File: src/rtl/bip_debug_ctrl_pkg.sv
// bip_debug_ctrl_pkg: command bytes, ASCII framing characters and FSM states
// shared by the BIP debug controller and its bench.
// No ports; import with bip_debug_ctrl_pkg::*.
package bip_debug_ctrl_pkg;

  // Single-byte UART commands
  localparam logic [7:0] CMD_RUN  = 8'h72;  // 'r'
  localparam logic [7:0] CMD_STEP = 8'h73;  // 's'
  localparam logic [7:0] CMD_DUMP = 8'h64;  // 'd'
  localparam logic [7:0] CMD_CLR  = 8'h63;  // 'c'

  // Dump framing characters
  localparam logic [7:0] SP = 8'h20;
  localparam logic [7:0] CR = 8'h0D;
  localparam logic [7:0] LF = 8'h0A;

  typedef enum logic [2:0] {
    IDLE = 3'd0,
    RUN  = 3'd1,
    STEP = 3'd2,
    LOAD = 3'd3,
    SEND = 3'd4,
    WAIT = 3'd5
  } state_t;

endpackage

File: src/rtl/bip_debug_ctrl_if.sv
// bip_debug_ctrl_if: byte-wide UART receive/transmit strobes between the debug
// controller (master) and the UART rx/tx pair (slave).
// Signals: rx_done_tick/rx_data (received byte), tx_start/tx_data (byte to send),
// tx_done_tick (transmitter finished the current byte).
interface bip_debug_ctrl_if;

  logic       rx_done_tick;
  logic [7:0] rx_data;
  logic       tx_done_tick;
  logic       tx_start;
  logic [7:0] tx_data;

  modport master (
    input  rx_done_tick,
    input  rx_data,
    input  tx_done_tick,
    output tx_start,
    output tx_data
  );

  modport slave (
    output rx_done_tick,
    output rx_data,
    output tx_done_tick,
    input  tx_start,
    input  tx_data
  );

endinterface

File: src/rtl/bip_debug_ctrl_nibble_to_ascii.sv
// nibble_to_ascii: 4-bit value to uppercase hex ASCII character.
// Latency: combinational. Backpressure: none.
// Ports: nibble (in, 4) -> ascii (out, 8): 0-9 -> 0x30-0x39, A-F -> 0x41-0x46.
module nibble_to_ascii (
  input  logic [3:0] nibble,
  output logic [7:0] ascii
);

  always_comb begin
    if (nibble < 4'd10) begin
      ascii = 8'h30 + {4'h0, nibble};
    end else begin
      // 0x37 + 10 = 0x41 ('A')
      ascii = 8'h37 + {4'h0, nibble};
    end
  end

endmodule

File: src/rtl/bip_debug_ctrl.sv
// bip_debug_ctrl: UART command sequencer for the BIP core (run/step/clear/dump).
// Latency: 'd' seen at edge T -> first tx_start in cycle T+2; 's' and pre-halted 'r' -> T+3.
// Backpressure: one byte in flight, next byte only after tx_done_tick; rx bytes
//   arriving while busy are dropped, never queued.
// Ports: clk, reset (async, active-high); uart (master modport: rx/tx strobes);
//   halt, acc, pc, cycle_cnt from the core; bip_enable, bip_clr to the core; busy.
module bip_debug_ctrl
  import bip_debug_ctrl_pkg::*;
#(
  parameter int DATA_W  = 16,
  parameter int N_WORDS = 3
) (
  input  logic                clk,
  input  logic                reset,
  bip_debug_ctrl_if.master    uart,
  input  logic                halt,
  input  logic [DATA_W-1:0]   acc,
  input  logic [DATA_W-1:0]   pc,
  input  logic [DATA_W-1:0]   cycle_cnt,
  output logic                bip_enable,
  output logic                bip_clr,
  output logic                busy
);

  localparam int DIGITS = DATA_W / 4;
  localparam int POS_W  = $clog2(DIGITS + 1);
  localparam int WRD_W  = $clog2(N_WORDS + 1);

  state_t            state;
  logic [DATA_W-1:0] snap [N_WORDS];
  logic [DATA_W-1:0] cap  [N_WORDS];

  // The byte index is kept as (word, position-in-word) so the decode needs no
  // division: pos 0..DIGITS-1 are hex digits, pos DIGITS is the separator
  // (space, or CR after the last word); word == N_WORDS is the trailing LF.
  logic [WRD_W-1:0]  word;
  logic [POS_W-1:0]  pos;

  logic [DATA_W-1:0] word_sel;
  logic [DATA_W-1:0] word_shift;
  logic [3:0]        nib;
  logic [7:0]        hex_char;
  logic [7:0]        cur_byte;
  logic              last_byte;
  logic              sep_pos;
  logic              last_word;

  // Word list in transmit order: acc, pc, cycle_cnt; extra words read as zero.
  always_comb begin
    for (int i = 0; i < N_WORDS; i++) begin
      cap[i] = '0;
      if (i == 0) begin
        cap[i] = acc;
      end else if (i == 1) begin
        cap[i] = pc;
      end else if (i == 2) begin
        cap[i] = cycle_cnt;
      end
    end
  end

  always_comb begin
    word_sel = '0;
    for (int i = 0; i < N_WORDS; i++) begin
      if (int'(word) == i) begin
        word_sel = snap[i];
      end
    end
  end

  // MS nibble first: shift the selected digit up to the top of the word.
  assign word_shift = word_sel << {pos, 2'b00};
  assign nib        = word_shift[DATA_W-1 -: 4];

  nibble_to_ascii u_hex (
    .nibble (nib),
    .ascii  (hex_char)
  );

  assign last_byte = (int'(word) == N_WORDS);
  assign sep_pos   = (int'(pos) == DIGITS);
  assign last_word = (int'(word) == N_WORDS - 1);

  always_comb begin
    cur_byte = hex_char;
    if (last_byte) begin
      cur_byte = LF;
    end else if (sep_pos) begin
      cur_byte = last_word ? CR : SP;
    end
  end

  always_ff @(posedge clk or posedge reset) begin
    if (reset) begin
      state         <= IDLE;
      uart.tx_start <= 1'b0;
      uart.tx_data  <= 8'h00;
      bip_enable    <= 1'b0;
      bip_clr       <= 1'b0;
      busy          <= 1'b0;
      word          <= '0;
      pos           <= '0;
      for (int i = 0; i < N_WORDS; i++) begin
        snap[i] <= '0;
      end
    end else begin
      uart.tx_start <= 1'b0;
      bip_clr       <= 1'b0;
      case (state)
        IDLE: begin
          if (uart.rx_done_tick) begin
            case (uart.rx_data)
              CMD_RUN: begin
                state      <= RUN;
                // Already halted: skip straight through RUN without enabling.
                bip_enable <= ~halt;
                busy       <= 1'b1;
              end
              CMD_STEP: begin
                state      <= STEP;
                bip_enable <= 1'b1;
                busy       <= 1'b1;
              end
              CMD_DUMP: begin
                state <= LOAD;
                busy  <= 1'b1;
              end
              CMD_CLR: begin
                bip_clr <= 1'b1;
              end
              default: ;
            endcase
          end
        end
        RUN: begin
          if (halt) begin
            bip_enable <= 1'b0;
            state      <= LOAD;
          end else begin
            bip_enable <= 1'b1;
          end
        end
        STEP: begin
          bip_enable <= 1'b0;
          state      <= LOAD;
        end
        LOAD: begin
          for (int i = 0; i < N_WORDS; i++) begin
            snap[i] <= cap[i];
          end
          word  <= '0;
          pos   <= '0;
          state <= SEND;
        end
        SEND: begin
          uart.tx_data  <= cur_byte;
          uart.tx_start <= 1'b1;
          state         <= WAIT;
        end
        WAIT: begin
          if (uart.tx_done_tick) begin
            if (last_byte) begin
              state <= IDLE;
              busy  <= 1'b0;
            end else begin
              if (sep_pos) begin
                pos  <= '0;
                word <= word + WRD_W'(1);
              end else begin
                pos <= pos + POS_W'(1);
              end
              state <= SEND;
            end
          end
        end
        default: begin
          state      <= IDLE;
          bip_enable <= 1'b0;
          busy       <= 1'b0;
        end
      endcase
    end
  end

endmodule

File: src/flat_wrapper.sv
// flat-port wrapper written by rule: the top's interface ports become plain ports
module bip_debug_ctrl_flat import bip_debug_ctrl_pkg::*;
#(
  parameter int DATA_W  = 16,
  parameter int N_WORDS = 3
)
  (clk, reset, halt, acc, pc, cycle_cnt, bip_enable, bip_clr, busy, uart_rx_done_tick, uart_rx_data, uart_tx_done_tick, uart_tx_start, uart_tx_data);
  bip_debug_ctrl_if uart_i ();
  input  logic clk;
  input  logic reset;
  input  logic halt;
  input  logic [DATA_W-1:0] acc;
  input  logic [DATA_W-1:0] pc;
  input  logic [DATA_W-1:0] cycle_cnt;
  output logic bip_enable;
  output logic bip_clr;
  output logic busy;
  input wire logic [$bits(uart_i.rx_done_tick)-1:0] uart_rx_done_tick;
  input wire logic [$bits(uart_i.rx_data)-1:0] uart_rx_data;
  input wire logic [$bits(uart_i.tx_done_tick)-1:0] uart_tx_done_tick;
  output wire logic [$bits(uart_i.tx_start)-1:0] uart_tx_start;
  output wire logic [$bits(uart_i.tx_data)-1:0] uart_tx_data;
  assign uart_i.rx_done_tick = uart_rx_done_tick;
  assign uart_i.rx_data = uart_rx_data;
  assign uart_i.tx_done_tick = uart_tx_done_tick;
  assign uart_tx_start = uart_i.tx_start;
  assign uart_tx_data = uart_i.tx_data;
  bip_debug_ctrl #(.DATA_W(DATA_W), .N_WORDS(N_WORDS)) u_core (.clk(clk), .reset(reset), .uart(uart_i), .halt(halt), .acc(acc), .pc(pc), .cycle_cnt(cycle_cnt), .bip_enable(bip_enable), .bip_clr(bip_clr), .busy(busy));
endmodule
File: config.mk
export PLATFORM = sky130hd
export DESIGN_NAME = bip_debug_ctrl_flat
export DESIGN_NICKNAME = d
export VERILOG_FILES = /design/src/rtl/bip_debug_ctrl_pkg.sv /design/src/rtl/bip_debug_ctrl_if.sv /design/src/rtl/bip_debug_ctrl_nibble_to_ascii.sv /design/src/rtl/bip_debug_ctrl.sv /design/src/flat_wrapper.sv
export SDC_FILE = /design/constraint.sdc
export NUM_CORES = 1
export LEC_CHECK = 0
export CAP_MARGIN = 20
export CORE_UTILIZATION = 45
export DETAILED_ROUTE_END_ITERATION = 7
export PLACE_DENSITY = 0.75
export SYNTH_ARGS = -nofsm -noshare
export SYNTH_HDL_FRONTEND = slang
export SYNTH_SLANG_ARGS = --single-unit
File: constraint.sdc
create_clock -name clk -period 2.3 [get_ports clk]
set_input_delay 0.575 -clock clk [delete_from_list [all_inputs] [get_ports clk]]
set_output_delay 0.575 -clock clk [all_outputs]
set_load 0.01 [all_outputs]
==> summary.md <==
| Metric | Value |
|---|---|
| RSZ-0062 raised after global routing | yes |
| Worst Setup Start Kind | flop |
| Post-route DRC | 0 |
| Overall via count from detail_route | 3039 |
| Initial antenna violation count | 0 |
| Post-CTS Hold Fix Bufs | 0 |
| Global-route wire length before repair | 13400 µm |
| Reg2Reg Depth | 9 |
| Pin count of the biggest net entering global routing | 68 |
| Hold path cells | 2 |
| Congestion Overflow GR | 0 |
| Synth unique cells | 53 |
| Via density | 5.22 |
| Clk_lat worst skew | 0.35 ns |
| Critical-path top delay cell | or4_4 |
| Clock skew | 0.00717 ns |
| CP cell instances | inv_2 > ha_4 > nor2b_4 > a221oi_1 > or4_4 > a31oi_4 > nand2_1 > mux2i_1 > o21ai_1 |
| Cell Area, Synth | 0.00343 mm² |
| CP required | 2.53 ns |
| Rows | 31 |
| Wire per inst | 14.0 µm |
| Pins Over Slew Limit | 0 |
| TritonCTS clock tree | built |
| Initial DRT Pass Iterations | 4 |
| Post-place setup slack | -0.273 ns |
| Core ar. | 0.00733 mm² |
| Total GRT Usage | 22.5% |
| Synth Area in Compound Gates | 15.6% |
| Final ANT Viol Nets | 0 |
| Commonest non-fill, non-tap cell in the layout | nand2_1 |
| Worst VDD drop | 0.000543 V |
| Buffers added on ports | 71 |
| Iteration-0 DRC Markers | 157 |
| Max Root-Sink Buffers | 2 |
| Setup CP Type | reg2reg |
| Mapped Avg Cell Area | 8.92 µm² |
| Met1 Usage GRT | 27.0% |
| Crit. End Element | flop |
| Clock Pin Slew Worst Setup and Hold Paths | 0.07 ns |
| Yosys warnings | 0 |
| Worst Slack Setup Final | -0.0186 ns |
| # clock sinks | 67 |
| GRT met2 Usage | 38.2% |
| FILL cells | 580 |
| Syn Nets | 453 |
| Routed WL | 8160 µm |
| Largest family of logic cells by synthesized area | simple AND/OR/NAND/NOR gates |
| Final Cycle Share | 101% |
| I/O pin cnt | 73 |
| GPL Wtd Cong | 0.812 |
| Die area | 0.00798 mm² |
| Setup-failing EPs final | 2 |
| Nets | 546 |
| Gate Count Post-Synth | 385 |
| Achievable frequency | 431 MHz |
| Critical Path Fanout Max | 6 |
| Die Span Y | 89.3 µm |
| Initial Util | 46.8% |
| Detailed-placement wirelength estimate | 5700 µm |
| H-tree Lvls | 3 |
| Root Driver | clkbuf_8 |
| Synth Area in Simple Gates | 24.2% |
| GR peak layer | met2 |
| Final min period | 2.32 ns |
| Synth Area in Adders | 2.55% |
| Fraction of layout cells with a size suffix above 1 | 17.2% |
| Die Width | 89.3 µm |
| Mux cell area share after synthesis | 4.30% |
| Met3 Use GR | 5.36% |
| Status | complete, but fails checks |
| Crit-path max cell delay | 0.51 ns |
| Vias in the first global route | 2988 |
| Number of diodes | 0 |
| Worst hold path class | reg2reg |
| Max Cap Viol | 0 |
| Failing checks | setup timing |
| Commonest cells after routing, fill and taps aside | 157 x nand2_1, 71 x clkdlybuf4s50_1, 65 x dfrtp_1 |
| Prevailing post-synth register cell | dfrtp_1 |
| XOR/XNOR Fraction of Synth Area | 0.255% |
| Static Leakage | 2.19 nW |
| CP Data Arrival Time | 2.55 ns |
| Layout area overhead | 38.1% |
| Synth async-reset ratio | 100% |
| Post-synthesis sequential area ratio | 48.8% |
| Final hold violations | 0 |
| Setup_tns | -0.0202 ns |
| #FFs+latches synth | 67 |
| Total CTS buffers | 9 |
| Number of synthesized flops with an enable pin | 0 |
| Pwr Density | 1340 mW/mm² |
[metrics by stage]
step	instance area [µm²]	instances	total power (W)	hold WS (ns)	util (%)
after floorplan	3440	385	0.00399	0.438	-
after global placement	4390	562	0.00486	0.456	59.9
after detailed placement	4390	562	0.00496	0.460	59.9
after CTS	4690	580	0.00622	0.480	64.0
after global routing	4740	582	0.00682	0.502	64.7
final	4740	582	0.00634	0.477	64.7
[worst paths after layout]
kind	start	slack [ns]	end
max	u_core.word[0]	-0.02	u_core.uart.tx_data[2]
min	u_core.snap[5]	0.48	u_core.snap[5]
max reg2reg	u_core.word[0]	-0.02	u_core.uart.tx_data[2]
min reg2reg	u_core.snap[5]	0.48	u_core.snap[5]
max in group asynchronous	reset	1.40	u_core.pos[0]
min in group asynchronous	reset	0.62	u_core.bip_enable
[synthesized netlist by cell type, drive strengths merged, types with 7 or more instances]
| library cell | instances | area [µm²] |
|---|---|---|
| a21oi | 11 | 55.1 |
| a221oi | 11 | 109 |
| buf | 10 | 65.1 |
| clkbuf | 10 | 41.3 |
| dfrtp | 67 | 1680 |
| ha | 7 | 87.6 |
| inv | 10 | 37.5 |
| nand2 | 157 | 589 |
| nand3 | 8 | 40.0 |
| nor2 | 8 | 30.0 |
| o21ai | 20 | 108 |
[what timing repair did]
action | CTS | global route
cloned | 1 | 0
gates resized for setup | 12 | 8
pin swaps | 4 | 3
setup buffers | 1 | 2
endpoints found under the setup margin | 6 | 7
[flip-flops by register name (all words and copies together) (netlist names)]
signal	flops
u_core.uart.tx_start	1
u_core.bip_enable	1
u_core.word	2
u_core.busy	1
u_core.state	3
u_core.pos	3
u_core.bip_clr	1
u_core.snap	48
u_core.uart.tx_data	7
[worst max-delay path: cells and delay by family, from the launching register on]
kind	cells	cell delay (ns)
buf+inv	1	0.09
flops	1	0.44
fa+ha+maj	1	0.13
mux	1	0.20
simple gates	3	0.85
compound gates	3	0.49
[metal layers]
layer	wire length (µm)	vias to the layer above
met2	4130	83
met3	364	14
met4	167	0
met5	0	-
met1	3500	1443
li1	-	1499
[area by class of cell]
cell class                      instances  area, µm²  share of cell area [%]
Inverter                               10       37.5                   0.792
Sequential cell                        67       1680                    35.4
Clock inverter                          4       73.8                    1.56
Timing Repair Buffer                  101        952                    20.1
Multi-Input combinational cell        289       1730                    36.5
Clock buffer                           12        145                    3.06
Tap cell                               99        124                    2.61
[cells by family (layout without fill, tap and decap cells)]
kind of cell | Yosys count | count (layout)
buf+inv | 30 | 127
compound gates | 72 | 72
flops | 67 | 67
xor+xnor | 1 | 1
fa+ha+maj | 7 | 7
other cells | 1 | 1
simple gates | 196 | 197
mux | 11 | 11
[power breakdown]
group	total [W]	leakage [nW]	switching (W)	internal, W
registers	0.00216	0.827	0.000437	0.00172
clock network	0.00108	0.111	0.000441	0.000641
logic	0.00310	1.25	0.00154	0.00156
Note: power is estimated with default switching activity, not from simulation.
